### src/rtl/off_chip_link_rx.sv
// rtl/off_chip_link_rx.sv - off-chip serial link receiver: sync hunt, lock tracking, word deserializer (option: OFF_CHIP_LINK_RX_ERRCNT_EN adds err_cnt)
module off_chip_link_rx #(
    parameter int                WORD_W        = 8,
    parameter logic [WORD_W-1:0] SYNC_WORD     = WORD_W'('hB8),
    parameter int                PAYLOAD_WORDS = 4,
    parameter int                LOCK_CNT      = 2,
    parameter int                MISS_MAX      = 3
) (
    input  logic              clk160,
    input  logic              rst_n,
    input  logic              en,
    input  logic              sdata_in,
    output logic [WORD_W-1:0] word_out,
    output logic              word_valid,
    input  logic              word_ready,
    output logic              frame_start,
    output logic              locked,
    output logic              sync_err,
    output logic              overflow
`ifdef OFF_CHIP_LINK_RX_ERRCNT_EN
    ,
    output logic [15:0]       err_cnt
`endif
);

    localparam int BIT_W   = $clog2(WORD_W);
    localparam int WCNT_W  = $clog2(PAYLOAD_WORDS + 1);
    localparam int MATCH_W = $clog2(LOCK_CNT + 1);
    localparam int MISS_W  = $clog2(MISS_MAX + 1);

    typedef enum logic [1:0] {
        ST_HUNT   = 2'd0,
        ST_VERIFY = 2'd1,
        ST_LOCKED = 2'd2
    } state_t;

    state_t              r_state;
    state_t              w_state_nxt;
    logic [WORD_W-1:0]   r_sr;
    logic [BIT_W-1:0]    r_bit_cnt;
    logic [WCNT_W-1:0]   r_word_cnt;
    logic [MATCH_W-1:0]  r_match_cnt;
    logic [MISS_W-1:0]   r_miss_cnt;
    logic                r_load_pend;
    logic                r_load_fs;
    logic [WORD_W-1:0]   r_word_out;
    logic                r_word_valid;
    logic                r_frame_start;
    logic                r_overflow;

    logic [WORD_W-1:0]   w_cand;
    logic                w_sync_hit;
    logic                w_boundary;
    logic                w_sync_slot;
    logic                w_sync_chk;
    logic                w_last_slot;
    logic                w_sync_err;
    logic                w_pay_done;
    logic                w_pay_first;
    logic                w_locked;

    // The word completing this cycle includes the bit currently on the line
    assign w_cand      = {r_sr[WORD_W-2:0], sdata_in};
    assign w_sync_hit  = (w_cand == SYNC_WORD);
    assign w_boundary  = (r_bit_cnt == BIT_W'(WORD_W - 1));
    assign w_sync_slot = (r_word_cnt == '0);
    assign w_sync_chk  = w_boundary && w_sync_slot;
    assign w_last_slot = (r_word_cnt == WCNT_W'(PAYLOAD_WORDS));

    // State register
    always_ff @(posedge clk160) begin
        if (!rst_n || !en) begin
            r_state <= ST_HUNT;
        end else begin
            r_state <= w_state_nxt;
        end
    end

    // Next-state: hunt for sync, verify spacing, then track misses while locked
    always_comb begin
        w_state_nxt = r_state;
        unique case (r_state)
            ST_HUNT: begin
                if (w_sync_hit) w_state_nxt = ST_VERIFY;
            end
            ST_VERIFY: begin
                if (w_sync_chk) begin
                    if (!w_sync_hit) begin
                        w_state_nxt = ST_HUNT;
                    end else if (r_match_cnt == MATCH_W'(LOCK_CNT - 1)) begin
                        w_state_nxt = ST_LOCKED;
                    end
                end
            end
            ST_LOCKED: begin
                if (w_sync_chk && !w_sync_hit && (r_miss_cnt == MISS_W'(MISS_MAX - 1))) begin
                    w_state_nxt = ST_HUNT;
                end
            end
            default: w_state_nxt = ST_HUNT;
        endcase
    end

    // State outputs: sync_err is flagged in the cycle the bad sync word completes
    always_comb begin
        w_sync_err  = 1'b0;
        w_pay_done  = 1'b0;
        w_pay_first = 1'b0;
        w_locked    = (r_state == ST_LOCKED);
        if (en && (r_state == ST_LOCKED)) begin
            w_sync_err  = w_sync_chk && !w_sync_hit;
            w_pay_done  = w_boundary && !w_sync_slot;
            w_pay_first = (r_word_cnt == WCNT_W'(1));
        end
    end

    // Shift register and frame position counters
    always_ff @(posedge clk160) begin
        if (!rst_n || !en) begin
            r_sr        <= '0;
            r_bit_cnt   <= '0;
            r_word_cnt  <= '0;
            r_match_cnt <= '0;
            r_miss_cnt  <= '0;
        end else begin
            r_sr <= w_cand;
            if (w_state_nxt == ST_HUNT) begin
                r_bit_cnt   <= '0;
                r_word_cnt  <= '0;
                r_match_cnt <= '0;
                r_miss_cnt  <= '0;
            end else if (r_state == ST_HUNT) begin
                // Sync just found: next bit starts payload word 0 (slot 1)
                r_bit_cnt   <= '0;
                r_word_cnt  <= WCNT_W'(1);
                r_match_cnt <= '0;
                r_miss_cnt  <= '0;
            end else begin
                r_bit_cnt <= w_boundary ? '0 : r_bit_cnt + 1'b1;
                if (w_boundary) begin
                    r_word_cnt <= w_last_slot ? '0 : r_word_cnt + 1'b1;
                end
                if (w_sync_chk) begin
                    if (r_state == ST_VERIFY) begin
                        r_match_cnt <= r_match_cnt + 1'b1;
                        r_miss_cnt  <= '0;
                    end else begin
                        r_miss_cnt  <= w_sync_hit ? '0 : r_miss_cnt + 1'b1;
                    end
                end
            end
        end
    end

    // Holding register: load one cycle after a payload word completes, drop when full
    always_ff @(posedge clk160) begin
        if (!rst_n || !en) begin
            r_load_pend   <= 1'b0;
            r_load_fs     <= 1'b0;
            r_word_out    <= '0;
            r_word_valid  <= 1'b0;
            r_frame_start <= 1'b0;
            r_overflow    <= 1'b0;
        end else begin
            r_load_pend <= w_pay_done;
            r_load_fs   <= w_pay_first;
            if (r_load_pend) begin
                if (!r_word_valid || word_ready) begin
                    r_word_out    <= r_sr;
                    r_word_valid  <= 1'b1;
                    r_frame_start <= r_load_fs;
                end else begin
                    r_overflow    <= 1'b1;
                end
            end else if (word_ready) begin
                r_word_valid <= 1'b0;
            end
        end
    end

    assign word_out    = r_word_out;
    assign word_valid  = r_word_valid;
    assign frame_start = r_frame_start;
    assign locked      = w_locked;
    assign sync_err    = w_sync_err;
    assign overflow    = r_overflow;

`ifdef OFF_CHIP_LINK_RX_ERRCNT_EN
    logic [15:0] r_err_cnt;
    logic        w_unlock;
    logic [1:0]  w_err_inc;
    logic [16:0] w_err_sum;

    assign w_unlock  = en && (r_state == ST_LOCKED) && (w_state_nxt == ST_HUNT);
    assign w_err_inc = {1'b0, w_sync_err} + {1'b0, w_unlock};
    assign w_err_sum = {1'b0, r_err_cnt} + {15'b0, w_err_inc};

    // Saturating count of missed syncs and lock losses
    always_ff @(posedge clk160) begin
        if (!rst_n || !en) begin
            r_err_cnt <= '0;
        end else begin
            r_err_cnt <= w_err_sum[16] ? 16'hFFFF : w_err_sum[15:0];
        end
    end

    assign err_cnt = r_err_cnt;
`endif

endmodule

### config.mk
export PLATFORM = sky130hd
export DESIGN_NAME = off_chip_link_rx
export DESIGN_NICKNAME = d
export VERILOG_FILES = /design/src/rtl/off_chip_link_rx.sv
export SDC_FILE = /design/constraint.sdc
export NUM_CORES = 1
export LEC_CHECK = 0
export CORE_MARGIN = 5
export CORE_UTILIZATION = 57
export CTS_BUF_LIST = sky130_fd_sc_hd__clkbuf_16
export CTS_CLUSTER_SIZE = 8
export DETAILED_ROUTE_END_ITERATION = 10
export GPL_TIMING_DRIVEN = 0
export PLACE_DENSITY = 0.82
export SLEW_MARGIN = 20
export SYNTH_ARGS = -nofsm -noshare
export SYNTH_HDL_FRONTEND = slang
export SYNTH_SLANG_ARGS = --single-unit
### constraint.sdc
create_clock -name clk160 -period 4.3 [get_ports clk160]
set_input_delay 0.43 -clock clk160 [delete_from_list [all_inputs] [get_ports clk160]]
set_output_delay 0.43 -clock clk160 [all_outputs]
set_load 0.01 [all_outputs]
==> metrics.txt, run 1 <==
# TYPE chip_impl_metric gauge
chip_impl_metric{name="setup_viol_count_final",unit=""} 0
chip_impl_info{name="critPathKind",value="reg2out"} 1
chip_impl_info{name="cpMaxStageDelayCell",value="sky130_fd_sc_hd__clkdlybuf4s50_1"} 1
chip_impl_metric{name="stdcell_area",unit="um^2"} 1710
chip_impl_metric{name="grt_util_all_layers",unit="%"} 17.5
chip_impl_metric{name="cts_inserted_buffers",unit=""} 5
chip_impl_metric{name="synth_sequential_area_ratio",unit="%"} 49.1
chip_impl_metric{name="synth_area_per_cell",unit="um^2"} 10.0
chip_impl_info{name="end_kind",value="output port"} 1
chip_impl_metric{name="antenna_cells",unit=""} 0
chip_impl_metric{name="crit_buf_inv",unit=""} 2
chip_impl_metric{name="fmax",unit="MHz"} 370
chip_impl_metric{name="chipHeight",unit="um"} 58.6
chip_impl_metric{name="powerDensity",unit="nW/um^2"} 409
chip_impl_metric{name="clockBufferDepth",unit=""} 2
chip_impl_metric{name="syn_to_final_growth",unit="%"} 27.3
chip_impl_metric{name="worstPathRequired",unit="ps"} 3870
chip_impl_info{name="worst_setup_path_start_kind",value="register"} 1
chip_impl_metric{name="cellLeakagePower",unit="uW"} 0.000740
chip_impl_metric{name="worstHoldPathCells",unit=""} 2
chip_impl_metric{name="fp.coreArea",unit="um^2"} 2230
chip_impl_info{name="ys_top_cells_by_count",value="33 x sky130_fd_sc_hd__dfxtp_1, 16 x sky130_fd_sc_hd__nor2_1, 10 x sky130_fd_sc_hd__mux2i_1"} 1
chip_impl_metric{name="num-fill-cells",unit=""} 155
chip_impl_metric{name="synth-edff-count",unit=""} 0
chip_impl_metric{name="cts.htree.levels",unit=""} 2
chip_impl_metric{name="place.gp.congestion",unit=""} 0.765
chip_impl_metric{name="count_of_distinct_cell_types_in_the_synthesized_netlist",unit=""} 35
chip_impl_metric{name="post-layout-total-power",unit="uW"} 701
chip_impl_metric{name="fin_worst_skew",unit="ps"} 3.51
chip_impl_info{name="holdPathEnd",value="overflow"} 1
chip_impl_metric{name="final.period_utilization",unit="%"} 62.8
chip_impl_metric{name="wl_per_cell",unit="um"} 14.1
chip_impl_info{name="crit-reg2reg-capture",value="r_word_cnt[1]"} 1
chip_impl_metric{name="r2r_setup_slack",unit="ps"} 2360
chip_impl_metric{name="fraction_of_layout_cells_with_a_size_suffix_above_1",unit="%"} 10.7
chip_impl_metric{name="syn-cell-area",unit="um^2"} 1350
chip_impl_metric{name="drt_first_iter_violations",unit=""} 28
chip_impl_metric{name="arrival",unit="ps"} 2270
chip_impl_info{name="cts_tree",value="built"} 1
chip_impl_metric{name="via_count_of_the_first_global_routing_pass",unit=""} 1036
chip_impl_metric{name="clk_pin_slew_worst_paths",unit="ps"} 50
chip_impl_info{name="root_buffer",value="sky130_fd_sc_hd__clkbuf_16"} 1
chip_impl_metric{name="mappedNetlistNets",unit=""} 146
chip_impl_metric{name="maxCapViolCount",unit=""} 0
chip_impl_metric{name="fin_tns_setup",unit="ps"} 0
chip_impl_metric{name="route.antenna.remaining_nets",unit=""} 0
chip_impl_metric{name="routed-via-count",unit=""} 1027
chip_impl_metric{name="finalMaxSlewViolations",unit=""} 0
chip_impl_info{name="cell_types_with_the_largest_area_share_after_synthesis",value="sky130_fd_sc_hd__dfxtp_1 49%, sky130_fd_sc_hd__mux2i_1 7.4%, sky130_fd_sc_hd__ha_1 6.5%, sky130_fd_sc_hd__nor2_1 4.5%, sky130_fd_sc_hd__a21oi_1 3.3%"} 1
chip_impl_metric{name="crit_path_max_fanout",unit=""} 10
chip_impl_metric{name="yosysWarnings",unit=""} 0
chip_impl_metric{name="hold_violations",unit=""} 0
chip_impl_metric{name="ir_worst_vdd",unit="mV"} 0.359
chip_impl_metric{name="dp_hpwl",unit="um"} 1820
chip_impl_info{name="ordered_list_of_cells_on_the_worst_path",value="ha_1 > ha_1 > buf_2 > nand3b_2 > a21oi_1 > and3_1 > clkdlybuf4s50_1"} 1
chip_impl_metric{name="initial_utilization",unit="%"} 60.2
chip_impl_metric{name="timing.max_slew.rel_slack",unit="%"} 69.4
chip_impl_metric{name="post-cts-setup-buffers",unit=""} 0
chip_impl_info{name="worst_path_dominant_cell_family",value="buffers and inverters"} 1
chip_impl_info{name="worst_hold_startpoint",value="overflow"} 1
chip_impl_metric{name="worstSkewPairLatency",unit="ps"} 270
chip_impl_metric{name="layout.area.seq",unit="um^2"} 661
chip_impl_metric{name="grt.overflow.total",unit=""} 0
chip_impl_metric{name="grt_start_max_net_pins",unit=""} 11
chip_impl_metric{name="numPortBuffers",unit=""} 17
chip_impl_metric{name="clock-sinks",unit=""} 33
chip_impl_info{name="rsz0062_at_grt",value="false"} 1
chip_impl_metric{name="die-area",unit="um^2"} 3430
chip_impl_metric{name="grt_antenna_before_repair",unit=""} 0
chip_impl_metric{name="vias_per_cell",unit=""} 5.49
chip_impl_metric{name="route.final.wire_length",unit="um"} 2650
chip_impl_info{name="outcome",value="finished clean"} 1
chip_impl_info{name="synth_largest_area_cell",value="sky130_fd_sc_hd__dfxtp_1"} 1
chip_impl_metric{name="tightestPinTransition",unit="ps"} 457
chip_impl_metric{name="final_period_minus_worst_setup_slack",unit="ps"} 2700
chip_impl_metric{name="async_reset_ff_share",unit="%"} 0
chip_impl_info{name="yosys.cell_count.top_type",value="sky130_fd_sc_hd__dfxtp_1"} 1
chip_impl_metric{name="detail_route.drc_violations",unit=""} 0
chip_impl_metric{name="placement_rows",unit=""} 17
chip_impl_info{name="ys_dominant_reg_cell",value="sky130_fd_sc_hd__dfxtp_1"} 1
chip_impl_info{name="critical_path_s_most_frequent_cell",value="sky130_fd_sc_hd__ha_1"} 1
chip_impl_info{name="r2r-start",value="r_bit_cnt[0]"} 1
chip_impl_metric{name="area_taken_by_multi_input_logic_gates",unit="um^2"} 624
chip_impl_metric{name="ys_seq_elements",unit=""} 33
chip_impl_metric{name="worst_path_largest_cell_delay",unit="ps"} 530
chip_impl_metric{name="worst-r2r-cell-count",unit=""} 8
chip_impl_info{name="holdCritPathClass",value="reg2reg"} 1
chip_impl_metric{name="cts.hold.buffers_added",unit=""} 0
chip_impl_metric{name="timing.hold.ws",unit="ps"} 462
chip_impl_metric{name="fin_nets",unit=""} 170
chip_impl_metric{name="grt_first_pass_wirelength",unit="um"} 4550
chip_impl_metric{name="die_x",unit="um"} 58.6
chip_impl_metric{name="postCtsResizedCells",unit=""} 0
chip_impl_metric{name="post-route-worst-setup-slack",unit="ps"} 1600
chip_impl_metric{name="firstDrtPassIters",unit=""} 4
chip_impl_metric{name="synthCells",unit=""} 134
chip_impl_metric{name="yosys.area.top_type_share",unit="%"} 49.1
chip_impl_metric{name="number_of_primary_i_o_pins",unit=""} 18
chip_impl_metric{name="dpl-instance-area",unit="um^2"} 1550
chip_impl_metric{name="dp_worst_setup_slack",unit="ps"} 1740
metal layers:
metal	track usage, %	vias to the layer above	wire [um]
met5	0	-	0
met4	5.83	0	19
met3	6.14	4	122
met2	32.4	16	1390
met1	18.3	484	1110
li1	-	523	-
worst max-delay path by stage:
| stage | startpoint | to | slack [ps] | cells past startpoint |
|---|---|---|---|---|
| after floorplan | r_bit_cnt[0] | r_match_cnt[0] | 2540 | 8 |
| after global placement | sdata_in | sync_err | 1710 | 5 |
| after detailed placement | sdata_in | sync_err | 1740 | 5 |
| after CTS | r_bit_cnt[0] | sync_err | 1610 | 7 |
| after global routing | r_bit_cnt[0] | sync_err | 1500 | 7 |
| final | r_bit_cnt[0] | sync_err | 1600 | 7 |
cells by family after synthesis:
logic type | synth area share (%)
compound gates | 12.2
flops | 49.1
mux | 7.44
buf+inv | 4.47
simple gates | 20.3
fa+ha+maj | 6.51
worst reg2reg max path, stage by stage, from the launching register on:
cell,delay (ps)
sky130_fd_sc_hd__dfxtp_1,330
sky130_fd_sc_hd__ha_1,150
sky130_fd_sc_hd__ha_1,150
sky130_fd_sc_hd__buf_2,210
sky130_fd_sc_hd__nand3b_2,160
sky130_fd_sc_hd__a21oi_1,280
sky130_fd_sc_hd__a211o_1,190
sky130_fd_sc_hd__buf_2,230
sky130_fd_sc_hd__a211oi_1,100
cells in the final DEF (no fill, tap or decap), types with 2 or more instances in the layout:
cell type                         netlist  routed
sky130_fd_sc_hd__o21ai_0                3       3
sky130_fd_sc_hd__nand3b_1               3       3
sky130_fd_sc_hd__a211oi_1               3       3
sky130_fd_sc_hd__and3_2                 2       2
sky130_fd_sc_hd__nor2_1                16      16
sky130_fd_sc_hd__or3_1                  2       2
sky130_fd_sc_hd__and3_1                 7       7
sky130_fd_sc_hd__clkbuf_1               2       2
sky130_fd_sc_hd__dfxtp_1               33      33
sky130_fd_sc_hd__nand2_1                4       4
sky130_fd_sc_hd__inv_1                  7       8
sky130_fd_sc_hd__ha_1                   7       7
sky130_fd_sc_hd__a21oi_1                9       9
sky130_fd_sc_hd__clkdlybuf4s50_1        0      17
sky130_fd_sc_hd__mux2i_1               10      10
sky130_fd_sc_hd__nand2b_1               2       2
sky130_fd_sc_hd__nand3_1                2       2
sky130_fd_sc_hd__buf_2                  3       3
sky130_fd_sc_hd__a22oi_1                2       2
sky130_fd_sc_hd__clkbuf_16              0       5
report_power, final:
group          total (uW)  switching [uW]  internal, uW
Sequential            307           0.398           307
Clock                 385             116           268
Combinational        9.26            4.99          4.27
state kept, by name (all words and copies together) (netlist names):
signal,count
r_bit_cnt,3
overflow,1
word_out,8
r_match_cnt,2
r_miss_cnt,2
r_word_cnt,3
r_sr,8
r_state,2
r_load_fs,1
word_valid,1
frame_start,1
r_load_pend,1
cell type report:
cell class | instances | area share [%]
Clock buffer | 5 | 7.30
Tap cell | 28 | 2.05
Clock inverter | 3 | 2.19
Timing Repair Buffer | 17 | 9.93
Multi-Input combinational cell | 88 | 36.5
Buffer | 6 | 1.97
Inverter | 7 | 1.53
Sequential cell | 33 | 38.6
metrics by stage:
stage	utilization (%)	cells
after floorplan	-	134
after global placement	69.4	179
after detailed placement	69.4	179
after CTS	76.7	187
after global routing	76.7	187
final	76.7	187
No activity file was read; power rests on OpenSTA's default activity.
==> run 2: changes to the inputs <==
--- a/config.mk
+++ b/config.mk
@@ -6,12 +6,12 @@
 export NUM_CORES = 1
 export LEC_CHECK = 0
 export CORE_MARGIN = 5
-export CORE_UTILIZATION = 57
+export CORE_UTILIZATION = 53
 export CTS_BUF_LIST = sky130_fd_sc_hd__clkbuf_16
 export CTS_CLUSTER_SIZE = 8
 export DETAILED_ROUTE_END_ITERATION = 10
 export GPL_TIMING_DRIVEN = 0
-export PLACE_DENSITY = 0.82
+export PLACE_DENSITY = 0.77
 export SLEW_MARGIN = 20
 export SYNTH_ARGS = -nofsm -noshare
 export SYNTH_HDL_FRONTEND = slang
==> constraint.sdc (replaced) <==
create_clock -name clk160 -period 2.8 [get_ports clk160]
set_input_delay 0.28 -clock clk160 [delete_from_list [all_inputs] [get_ports clk160]]
set_output_delay 0.28 -clock clk160 [all_outputs]
set_load 0.01 [all_outputs]
==> run 2 against run 1 <==
First-iteration DRC count is 57% lower. Global-route usage is 1.8 points lower. Die area is 6.2% higher. Combinational power is 49% higher. Sequential share of layout area is 0.056 points lower. Via count is 2.3% lower. Clock skew hardly changed. Power is 54% higher.
==> metrics.txt, run 2 (synthesis gave the netlist of run 1 again) <==
# TYPE chip_impl_metric gauge
chip_impl_metric{name="combinationalPowerShare",unit="%"} 1.3
chip_impl_metric{name="wl_per_cell",unit="um"} 12.8
chip_impl_metric{name="grt_antenna_before_repair",unit=""} 0
chip_impl_metric{name="die_x",unit="um"} 60.4
chip_impl_metric{name="fmax",unit="MHz"} 396
chip_impl_metric{name="grt_start_max_net_pins",unit=""} 11
chip_impl_metric{name="fin_tns_setup",unit="ps"} 0
chip_impl_metric{name="post-cts-setup-buffers",unit=""} 0
chip_impl_metric{name="numPortBuffers",unit=""} 17
chip_impl_metric{name="placement_rows",unit=""} 18
chip_impl_metric{name="clock-sinks",unit=""} 33
chip_impl_metric{name="share_seq_of_total_power",unit="%"} 43.7
chip_impl_metric{name="dp_hpwl",unit="um"} 1780
chip_impl_metric{name="finalMaxSlewViolations",unit=""} 0
chip_impl_metric{name="route.antenna.remaining_nets",unit=""} 0
chip_impl_metric{name="final.period_utilization",unit="%"} 90.1
chip_impl_info{name="most_frequent_cells_in_the_layout",value="33 x sky130_fd_sc_hd__dfxtp_1, 17 x sky130_fd_sc_hd__clkdlybuf4s50_1, 16 x sky130_fd_sc_hd__nor2_1"} 1
chip_impl_metric{name="number_of_primary_i_o_pins",unit=""} 18
chip_impl_metric{name="postCtsResizedCells",unit=""} 0
chip_impl_metric{name="maxCapViolCount",unit=""} 0
chip_impl_metric{name="powerDensity",unit="nW/um^2"} 629
chip_impl_metric{name="route.final.wire_length",unit="um"} 2420
chip_impl_metric{name="chipHeight",unit="um"} 60.4
chip_impl_metric{name="share_clk_of_total_power",unit="%"} 55.0
chip_impl_metric{name="place.gp.congestion",unit=""} 0.726
chip_impl_metric{name="final_period_minus_worst_setup_slack",unit="ps"} 2520
chip_impl_metric{name="switching_power",unit="uW"} 190
chip_impl_metric{name="grt_util_all_layers",unit="%"} 15.7
chip_impl_metric{name="layout.cells.non_filler",unit=""} 189
chip_impl_metric{name="arrival",unit="ps"} 2240
chip_impl_metric{name="ir_worst_vdd",unit="mV"} 0.614
chip_impl_metric{name="via_count_of_the_first_global_routing_pass",unit=""} 932
chip_impl_metric{name="fraction_of_layout_cells_with_a_size_suffix_above_1",unit="%"} 10.7
chip_impl_info{name="critical_path_s_most_frequent_cell",value="sky130_fd_sc_hd__ha_1"} 1
chip_impl_metric{name="timing.max_slew.rel_slack",unit="%"} 70.5
chip_impl_info{name="mostFrequentLayoutCell",value="sky130_fd_sc_hd__dfxtp_1"} 1
chip_impl_metric{name="clk_pin_slew_worst_paths",unit="ps"} 50
chip_impl_metric{name="hold_violations",unit=""} 0
chip_impl_metric{name="clockBufferDepth",unit=""} 2
chip_impl_metric{name="crit_path_max_fanout",unit=""} 10
chip_impl_info{name="rsz0062_at_grt",value="false"} 1
chip_impl_metric{name="syn_to_final_growth",unit="%"} 27.5
chip_impl_metric{name="tightestPinTransition",unit="ps"} 442
chip_impl_metric{name="vias_per_cell",unit=""} 5.31
chip_impl_metric{name="cts.hold.buffers_added",unit=""} 0
chip_impl_metric{name="grt.overflow.total",unit=""} 0
chip_impl_metric{name="grt_first_pass_wirelength",unit="um"} 4060
chip_impl_metric{name="routed-via-count",unit=""} 1003
chip_impl_metric{name="dp.cells",unit=""} 181
chip_impl_metric{name="worst_path_largest_cell_delay",unit="ps"} 530
chip_impl_metric{name="initial_utilization",unit="%"} 54.8
chip_impl_metric{name="cellLeakagePower",unit="uW"} 0.000740
chip_impl_metric{name="worstSkewPairLatency",unit="ps"} 270
chip_impl_metric{name="fp.coreArea",unit="um^2"} 2450
chip_impl_metric{name="sw_frac_of_total",unit="%"} 17.6
chip_impl_metric{name="cts.htree.levels",unit=""} 2
chip_impl_info{name="ordered_list_of_cells_on_the_worst_path",value="ha_1 > ha_1 > buf_2 > nand3b_2 > a21oi_1 > and3_1 > clkdlybuf4s50_1"} 1
chip_impl_metric{name="fin_worst_skew",unit="ps"} 3.78
chip_impl_metric{name="detail_route.drc_violations",unit=""} 0
chip_impl_metric{name="die-area",unit="um^2"} 3650
chip_impl_metric{name="fin_nets",unit=""} 170
chip_impl_info{name="holdCritPathClass",value="reg2reg"} 1
chip_impl_metric{name="drt_first_iter_violations",unit=""} 12
chip_impl_info{name="cts_tree",value="built"} 1
chip_impl_metric{name="intPower",unit="uW"} 890
chip_impl_info{name="end_kind",value="output port"} 1
chip_impl_info{name="root_buffer",value="sky130_fd_sc_hd__clkbuf_16"} 1
chip_impl_info{name="worst_setup_path_start_kind",value="register"} 1
chip_impl_metric{name="setup_viol_count_final",unit=""} 0
chip_impl_metric{name="worstPathRequired",unit="ps"} 2520
chip_impl_info{name="cpMaxStageDelayCell",value="sky130_fd_sc_hd__clkdlybuf4s50_1"} 1
chip_impl_info{name="outcome",value="finished clean"} 1
chip_impl_metric{name="cts_inserted_buffers",unit=""} 5
chip_impl_metric{name="firstDrtPassIters",unit=""} 3
chip_impl_info{name="critPathKind",value="reg2out"} 1
chip_impl_metric{name="antenna_cells",unit=""} 0
## run 2: cell counts in the layout (fill, tap and decap cells not counted)
Identical to the previous run, type by type.
## run 2: cell type report
| cell class | count | area (um^2) |
|---|---|---|
| fillers | 199 | 739 |
| flip-flops and latches | 33 | 661 |
| multi-input cells | 88 | 624 |
| repair buffers | 17 | 170 |
| clock buffers | 5 | 125 |
| clock inverters | 3 | 37.5 |
| well taps | 30 | 37.5 |
| plain buffers | 6 | 33.8 |
| inverters | 7 | 26.3 |
## run 2: layer usage
metal,track usage [%],share of wire (%),vias to the layer above
met3,7.02,5.5,6
li1,-,-,519
met2,26.9,48,16
met4,8.54,2.6,0
met1,16.1,43,462
met5,0,0,-
## run 2: worst paths after layout
check               startpoint            end  slack, ps  cells after the start
hold / removal       r_load_fs    frame_start        460                      2
hold reg to reg      r_load_fs    frame_start        460                      2
setup reg to reg  r_bit_cnt[0]  r_miss_cnt[0]        890                      8
setup / recovery  r_bit_cnt[0]       sync_err        280                      7
## run 2: stage by stage
stage	total power (uW)	utilization [%]	cell area, um^2	worst slack [ps]	hold WS, ps
4_1_cts	1100	69.9	1720	260	474
3_5_place_dp	495	63.3	1550	519	460
5_1_grt	1120	69.9	1720	149	516
3_3_place_gp	495	63.3	1550	505	444
6_report	1080	69.9	1720	276	464
2_1_floorplan	486	-	1350	1040	426
## run 2: critical path, delay by kind of cell (launching register included)
family / cells / cell delay (ps)
and+or+nand+nor: 2 / 340
adders and majority gates: 2 / 290
buffers and inverters: 2 / 730
DFF: 1 / 330
AOI/OAI and AO/OA: 1 / 280
## run 2: power by group through the flow
| stage | clock network, uW | logic [uW] | registers, uW |
|---|---|---|---|
| after floorplan | 0 | 4.78 | 481 |
| after global placement | 0 | 13.7 | 481 |
| after detailed placement | 0 | 13.8 | 481 |
| after CTS | 613 | 13.9 | 472 |
| after global routing | 638 | 15.0 | 471 |
| final | 594 | 13.8 | 472 |
==> run 3: changes to the inputs <==
--- a/config.mk
+++ b/config.mk
@@ -7,11 +7,12 @@
 export LEC_CHECK = 0
 export CORE_MARGIN = 5
 export CORE_UTILIZATION = 53
-export CTS_BUF_LIST = sky130_fd_sc_hd__clkbuf_16
+export CTS_CLUSTER_DIAMETER = 80
 export CTS_CLUSTER_SIZE = 8
 export DETAILED_ROUTE_END_ITERATION = 10
 export GPL_TIMING_DRIVEN = 0
 export PLACE_DENSITY = 0.77
+export SETUP_SLACK_MARGIN = 0.2
 export SLEW_MARGIN = 20
 export SYNTH_ARGS = -nofsm -noshare
 export SYNTH_HDL_FRONTEND = slang
==> run 3 against run 2 <==
Setup slack better by 67 ps. Global-route usage is essentially flat. Non-clock buffer count stayed put. Wire length is 0.17% lower. Register-to-register slack better by 30 ps. Die area is the same. Highest routed layer unchanged. Clock power fell by 37%.
==> metrics.txt, run 3 (synthesis gave the netlist of run 1 again) <==
# TYPE chip_impl_metric gauge
chip_impl_info{name="outcome",value="finished clean"} 1
chip_impl_metric{name="grt_antenna_before_repair",unit=""} 0
chip_impl_metric{name="cts_inserted_buffers",unit=""} 5
chip_impl_metric{name="drt_first_iter_violations",unit=""} 13
chip_impl_info{name="critical_path_s_most_frequent_cell",value="sky130_fd_sc_hd__ha_1"} 1
chip_impl_metric{name="number_of_primary_i_o_pins",unit=""} 18
chip_impl_metric{name="timing.max_slew.rel_slack",unit="%"} 70.6
chip_impl_info{name="most_frequent_cells_in_the_layout",value="33 x sky130_fd_sc_hd__dfxtp_1, 17 x sky130_fd_sc_hd__clkdlybuf4s50_1, 16 x sky130_fd_sc_hd__nor2_1"} 1
chip_impl_metric{name="grt_start_max_net_pins",unit=""} 11
chip_impl_info{name="worst_path_dominant_cell_family",value="buffers and inverters"} 1
chip_impl_info{name="crit-reg2reg-capture",value="r_match_cnt[0]"} 1
chip_impl_metric{name="fin_nets",unit=""} 170
chip_impl_metric{name="layout.cells.non_filler",unit=""} 189
chip_impl_info{name="cts_tree",value="built"} 1
chip_impl_metric{name="die_x",unit="um"} 60.4
chip_impl_metric{name="powerDensity",unit="nW/um^2"} 517
chip_impl_metric{name="initial_utilization",unit="%"} 54.8
chip_impl_metric{name="maxCapViolCount",unit=""} 0
chip_impl_metric{name="dp.cells",unit=""} 181
chip_impl_metric{name="grt.overflow.total",unit=""} 0
chip_impl_info{name="ordered_list_of_cells_on_the_worst_path",value="ha_1 > ha_1 > buf_2 > nand3b_4 > a21oi_4 > and3_1 > clkdlybuf4s50_1"} 1
chip_impl_metric{name="detail_route.drc_violations",unit=""} 0
chip_impl_metric{name="grt_util_all_layers",unit="%"} 15.7
chip_impl_metric{name="fin_worst_skew",unit="ps"} 8.60
chip_impl_metric{name="chipHeight",unit="um"} 60.4
chip_impl_metric{name="cellLeakagePower",unit="uW"} 0.000705
chip_impl_metric{name="die-area",unit="um^2"} 3650
chip_impl_metric{name="finalMaxSlewViolations",unit=""} 0
chip_impl_metric{name="fmax",unit="MHz"} 407
chip_impl_info{name="mostFrequentLayoutCell",value="sky130_fd_sc_hd__dfxtp_1"} 1
chip_impl_metric{name="dp_hpwl",unit="um"} 1780
chip_impl_metric{name="numPortBuffers",unit=""} 17
chip_impl_metric{name="fin_tns_setup",unit="ps"} 0
chip_impl_metric{name="route.antenna.remaining_nets",unit=""} 0
chip_impl_metric{name="fraction_of_layout_cells_with_a_size_suffix_above_1",unit="%"} 11.9
chip_impl_metric{name="r2r_setup_slack",unit="ps"} 920
chip_impl_metric{name="worstPathRequired",unit="ps"} 2520
chip_impl_info{name="worst_setup_path_start_kind",value="register"} 1
chip_impl_info{name="root_buffer",value="sky130_fd_sc_hd__clkbuf_4"} 1
chip_impl_metric{name="syn_to_final_growth",unit="%"} 23.3
chip_impl_info{name="rsz0062_at_grt",value="false"} 1
chip_impl_metric{name="cts.htree.levels",unit=""} 2
chip_impl_metric{name="via_count_of_the_first_global_routing_pass",unit=""} 940
chip_impl_info{name="critPathKind",value="reg2out"} 1
chip_impl_metric{name="worst_path_largest_cell_delay",unit="ps"} 530
chip_impl_metric{name="routed-via-count",unit=""} 1014
chip_impl_metric{name="antenna_cells",unit=""} 0
chip_impl_metric{name="placement_rows",unit=""} 18
chip_impl_metric{name="worst-r2r-cell-count",unit=""} 8
chip_impl_metric{name="final_period_minus_worst_setup_slack",unit="ps"} 2460
chip_impl_metric{name="grt_first_pass_wirelength",unit="um"} 4020
chip_impl_metric{name="clk_pin_slew_worst_paths",unit="ps"} 100
chip_impl_info{name="holdPathEnd",value="frame_start"} 1
chip_impl_info{name="worst_hold_startpoint",value="r_load_fs"} 1
chip_impl_metric{name="final.period_utilization",unit="%"} 87.7
chip_impl_metric{name="worstSkewPairLatency",unit="ps"} 350
chip_impl_info{name="holdCritPathClass",value="reg2reg"} 1
chip_impl_metric{name="fp.coreArea",unit="um^2"} 2450
chip_impl_metric{name="place.gp.congestion",unit=""} 0.726
chip_impl_metric{name="hold_violations",unit=""} 0
chip_impl_metric{name="arrival",unit="ps"} 2180
chip_impl_info{name="end_kind",value="output port"} 1
chip_impl_metric{name="setup_viol_count_final",unit=""} 0
chip_impl_info{name="cpMaxStageDelayCell",value="sky130_fd_sc_hd__clkdlybuf4s50_1"} 1
chip_impl_metric{name="clockBufferDepth",unit=""} 2
chip_impl_metric{name="route.final.wire_length",unit="um"} 2420
chip_impl_metric{name="firstDrtPassIters",unit=""} 2
chip_impl_metric{name="tightestPinTransition",unit="ps"} 441
chip_impl_metric{name="crit_path_max_fanout",unit=""} 10
chip_impl_metric{name="ir_worst_vdd",unit="mV"} 0.416
chip_impl_metric{name="crit_buf_inv",unit=""} 2
chip_impl_metric{name="vias_per_cell",unit=""} 5.37
chip_impl_metric{name="wl_per_cell",unit="um"} 12.8
chip_impl_metric{name="clock-sinks",unit=""} 33
chip_impl_info{name="r2r-start",value="r_bit_cnt[0]"} 1
chip_impl_metric{name="worstHoldPathCells",unit=""} 2
[run 3: final cells by class]
type / count / area [um^2]
Fill cell: 212 / 797
Sequential cell: 33 / 661
Multi-Input combinational cell: 88 / 644
Timing Repair Buffer: 17 / 170
Clock buffer: 7 / 55.1
Tap cell: 30 / 37.5
Buffer: 6 / 33.8
Clock inverter: 1 / 30.0
Inverter: 7 / 26.3
[run 3: how the worst max path moves through the flow]
| stage | start | endpoint | cells after the start |
|---|---|---|---|
| after CTS | r_bit_cnt[0] | sync_err | 7 |
| after detailed placement | sdata_in | sync_err | 5 |
| final | r_bit_cnt[0] | sync_err | 7 |
| after global placement | sdata_in | sync_err | 5 |
| after global routing | r_bit_cnt[0] | sync_err | 7 |
| after floorplan | r_bit_cnt[0] | r_match_cnt[0] | 8 |
[run 3: metrics by stage]
| stage | hold slack (ps) | util, % | area, um^2 | setup WS [ps] | total power (uW) |
|---|---|---|---|---|---|
| after floorplan | 426 | - | 1350 | 1040 | 486 |
| after global placement | 444 | 63.3 | 1550 | 505 | 495 |
| after detailed placement | 460 | 63.3 | 1550 | 519 | 495 |
| after CTS | 481 | 66.9 | 1640 | 244 | 869 |
| after global routing | 514 | 67.5 | 1660 | 197 | 891 |
| final | 470 | 67.5 | 1660 | 343 | 857 |
[run 3: power breakdown]
group	switching [uW]	internal [uW]
sequential	0.590	470
clock	159	213
combinational	7.27	6.56
[run 3: repair_timing]
action | 4_1_cts | 5_1_grt
buffers inserted | 0 | 0
hold buffers | 0 | 0
gates resized for setup | 1 | 2
endpoints found under the setup margin | 1 | 1
pin swaps | 0 | 0
[run 3: per-layer routing]
metal | track usage, % | vias to the layer above | share of wire, %
met2 | 25.8 | 17 | 47
met4 | 12.3 | 0 | 2.6
met5 | 0 | - | 0
met3 | 5.74 | 6 | 5.9
met1 | 16.1 | 472 | 45
li1 | - | 519 | -
[run 3: worst reg2reg max path, cell delays in order (launching register included)]
cell	delay, ps
sky130_fd_sc_hd__dfxtp_1	320
sky130_fd_sc_hd__ha_1	190
sky130_fd_sc_hd__ha_1	180
sky130_fd_sc_hd__buf_2	180
sky130_fd_sc_hd__nand3b_4	130
sky130_fd_sc_hd__a32oi_1	60
sky130_fd_sc_hd__or3_1	350
sky130_fd_sc_hd__buf_6	160
sky130_fd_sc_hd__a221oi_2	240
==> variant 1 (flow settings as in run 3) <==
Add a define of `OFF_CHIP_LINK_RX_ERRCNT_EN`.
--- a/src/rtl/off_chip_link_rx.sv
+++ b/src/rtl/off_chip_link_rx.sv
@@ -1,4 +1,6 @@
 // rtl/off_chip_link_rx.sv - off-chip serial link receiver: sync hunt, lock tracking, word deserializer (option: OFF_CHIP_LINK_RX_ERRCNT_EN adds err_cnt)
+`define OFF_CHIP_LINK_RX_ERRCNT_EN
+
 module off_chip_link_rx #(
     parameter int                WORD_W        = 8,
     parameter logic [WORD_W-1:0] SYNC_WORD     = WORD_W'('hB8),
Formal check against the unedited RTL (old outputs only; new: err_cnt): equivalent (Yosys induction, for registers that start in step).
==> variant 1 against run 3 <==
  * Worst setup slack got worse by 250 ps
  * Maximum frequency fell by 9.1%
  * Area after synthesis rose by 56%
  * Core utilization rose by 8.1 points
  * Routed wire length rose by 96%
  * Register-to-register slack got worse by 820 ps
  * Largest cell class is now multi-input combinational cells
  * Total power rose by 42%
  * Largest power group unchanged
  * Final area rose by 71%
  * Sequential cell count rose by 16
  * Clock skew barely moved
==> variant 1: results <==
metrics = {
    "finish": {
        "nets": 292,
        "fillers": 284,
        "drive_above_1_share_pct": 17.9,
    },
    "worst_hold_path": {
        "hold_end": "r_bit_cnt[0]",
        "hold_depth": 1,
    },
    "detailed_routing": {
        "num_vias": 1834,
        "dr.pass1.iters": 5,
        "drtIter0Drc": 134,
    },
    "place": {
        "portBuffers": 33,
        "gp_congestion": 0.851,
        "dpl_worst_slack_ps": -558,
        "dp.final_hpwl_um": 3110,
    },
    "sta": {
        "holdWs_ps": 443,
        "max_freq_mhz": 370,
        "clock_skew_ps": 8.37,
        "worst_slew_pin_slew_ps": 796,
    },
    "global_routing": {
        "grt_max_degree": 16,
        "gr-usage-met2_pct": 30.7,
        "gr-usage-met3_pct": 3.72,
    },
    "power_and_ir_drop": {
        "max-vdd-ir-drop_mv": 0.418,
    },
    "critical_path": {
        "arrival_ps": 2930,
        "reg2reg_depth": 14,
        "critPathMaxFanout": 5,
        "r2r_slack_ps": 100,
        "max_stage_delay_ps": 360,
        "critical-path-slowest-cell": "dfxtp_2",
    },
    "yosys": {
        "synthTopCellsByArea": "dfxtp_1 (47%), a21oi_1 (5.5%), mux2i_1 (5.2%), ha_1 (4.8%), nor2_1 (3.8%)",
        "synthXorXnorAreaFrac_pct": 2.92,
        "synth_cell_types": 42,
        "synth_common_cells": "dfxtp_1 (49), a21oi_1 (23), nor2_1 (21)",
        "synth_fp_nets": 238,
        "seq_area_frac_synth_pct": 46.7,
    },
    "clocking": {
        "cts_resized": 6,
        "clock-root-buffer": "clkbuf_8",
        "postCtsSetupRepairBufs": 10,
        "clk_latency_ps": 300,
    },
    "outcome": {
        "status": "completed",
    },
}
-- variant 1: where the power goes --
group | internal (mW) | switching (mW)
logic | 0.00794 | 0.0132
clock network | 0.268 | 0.230
registers | 0.697 | 0.000616
total | 0.973 | 0.244
-- variant 1: cell type report --
type	instances	area, um2	share of cell area [%]
flip-flops and latches	49	983	34.7
clock inverters	2	38.8	1.37
plain buffers	9	53.8	1.90
clock buffers	6	72.6	2.56
repair buffers	47	439	15.5
well taps	48	60.1	2.12
inverters	14	52.6	1.86
multi-input cells	152	1130	39.9
-- variant 1: metal layers --
metal	routed length (um)	up-vias	part of all wire, %
li1	-	900	-
met1	2200	874	46
met2	2250	53	47
met3	236	7	5.0
met4	58	0	1.2
met5	0	-	0
-- variant 1: through the flow --
step | utilization [%] | cells | instance area [um2]
floorplan | - | 224 | 2180
global placement | 68.5 | 305 | 2570
detailed placement | 68.5 | 305 | 2570
CTS | 74.4 | 324 | 2790
global route | 75.6 | 327 | 2830
finish | 75.6 | 327 | 2830
==> variant 2 (flow settings as in run 3) <==
Without the edit above. Re-encode `state_t` (3 states) as one-hot, 3 bits wide.
--- a/src/rtl/off_chip_link_rx.sv
+++ b/src/rtl/off_chip_link_rx.sv
@@ -28,10 +28,10 @@
     localparam int MATCH_W = $clog2(LOCK_CNT + 1);
     localparam int MISS_W  = $clog2(MISS_MAX + 1);
 
-    typedef enum logic [1:0] {
-        ST_HUNT   = 2'd0,
-        ST_VERIFY = 2'd1,
-        ST_LOCKED = 2'd2
+    typedef enum logic [2:0] {
+        ST_HUNT   = 3'b001,
+        ST_VERIFY = 3'b010,
+        ST_LOCKED = 3'b100
     } state_t;
 
     state_t              r_state;
Formal check against the unedited RTL: no difference found for any inputs over 10 cycles, from zero or initial values; not proved beyond that.
==> variant 2 against run 3 <==
  * Area after synthesis rose by 7.6%
  * Routed wire length increased by 4.5%
  * Total power shrank 9.0%
  * Final area is 3.5% higher
  * Sequential cell count rose by 1
  * Worst setup slack better by 66 ps
  * Final cell count increased by 4.8%
  * Highest routed layer unchanged
==> variant 2: results <==
metrics = {
    "global_routing": {
        "grt.total_usage_pct": 14.5,
        "grt_pass1_wl_um": 4440,
        "grt_pass1_vias": 1038,
    },
    "detailed_routing": {
        "num_vias": 1080,
        "drtIter0Drc": 18,
        "routed_wl_um": 2520,
    },
    "finish": {
        "fillers": 216,
        "fin_cells": 198,
        "drive_above_1_share_pct": 12.6,
        "nets": 178,
    },
    "yosys": {
        "synthTopCellsByArea": "dfxtp_1 (47%), mux2i_1 (6.9%), ha_1 (6.1%), nor2_1 (4.1%), and3_1 (3.5%)",
        "seq_area_frac_synth_pct": 47.0,
        "synth_common_cells": "dfxtp_1 (34), nor2_1 (16), mux2i_1 (10), nand2_1 (10), and3_1 (8)",
        "netlist_instances": 142,
        "synth_cell_types": 36,
        "synth_fp_nets": 154,
    },
    "outcome": {
        "status": "completed",
    },
    "power_and_ir_drop": {
        "p_leak_nw": 0.669,
        "max-vdd-ir-drop_mv": 0.431,
    },
    "sta": {
        "slew_headroom_pct": 68.8,
    },
    "worst_hold_path": {
        "hold_class": "reg -> reg",
    },
    "place": {
        "dp_cells": 190,
        "gp_congestion": 0.782,
        "dp.final_hpwl_um": 1860,
    },
    "critical_path": {
        "max_stage_delay_ps": 570,
        "arrival_ps": 2110,
    },
    "clocking": {
        "cts_resized": 0,
    },
}
-- variant 2: where the power goes --
part           switching, mW  internal (mW)
Clock                  0.158          0.122
Sequential           0.00112          0.484
Combinational        0.00793        0.00708
Total                  0.167          0.613
-- variant 2: cell families after synthesis --
logic type	count (synthesis)	synth area share, %
mux	10	6.91
buf+inv	10	3.46
flops	34	47.0
simple gates	62	26.5
fa+ha+maj	7	6.05
xor+xnor	3	1.82
compound gates	16	8.21
-- variant 2: final cells by class --
type / count / area (um2) / area share (%)
plain buffers: 5 / 31.3 / 1.82
repair buffers: 17 / 170 / 9.91
inverters: 5 / 18.8 / 1.09
multi-input cells: 98 / 717 / 41.8
clock buffers: 7 / 55.1 / 3.21
clock inverters: 1 / 5.00 / 0.292
flip-flops and latches: 34 / 681 / 39.7
well taps: 31 / 38.8 / 2.26
-- variant 2: routing by layer --
metal  vias up  wire, um  global-route usage [%]
li1        542         -                       -
met1       518      1050                    15.4
met2        15      1290                    24.0
met3         5       123                    4.68
met4         0        61                    10.3
met5         -         0                       0
-- variant 2: worst reg2reg max path, delay by kind of cell, from the launching register on --
family                     cells  cell delay [ps]
and+or+nand+nor                2              700
DFF                            1              340
adders and majority gates      2              290
buffers and inverters          1              180
AOI/OAI and AO/OA              1              180
-- variant 2: path summary, 6_finish.rpt --
kind / from / to / slack, ps / cells past startpoint
worst min-delay path: r_bit_cnt[0] / r_bit_cnt[0] / 430 / 1
worst max-delay path: r_bit_cnt[0] / sync_err / 410 / 6
worst max register to register: r_bit_cnt[0] / r_miss_cnt[0] / 1030 / 6
worst min register to register: r_bit_cnt[0] / r_bit_cnt[0] / 430 / 1
-- variant 2: metrics by stage --
step	cell area (um2)	setup slack (ps)
floorplan	1450	1190
global placement	1660	478
detailed placement	1660	474
CTS	1720	357
global route	1720	256
finish	1720	409
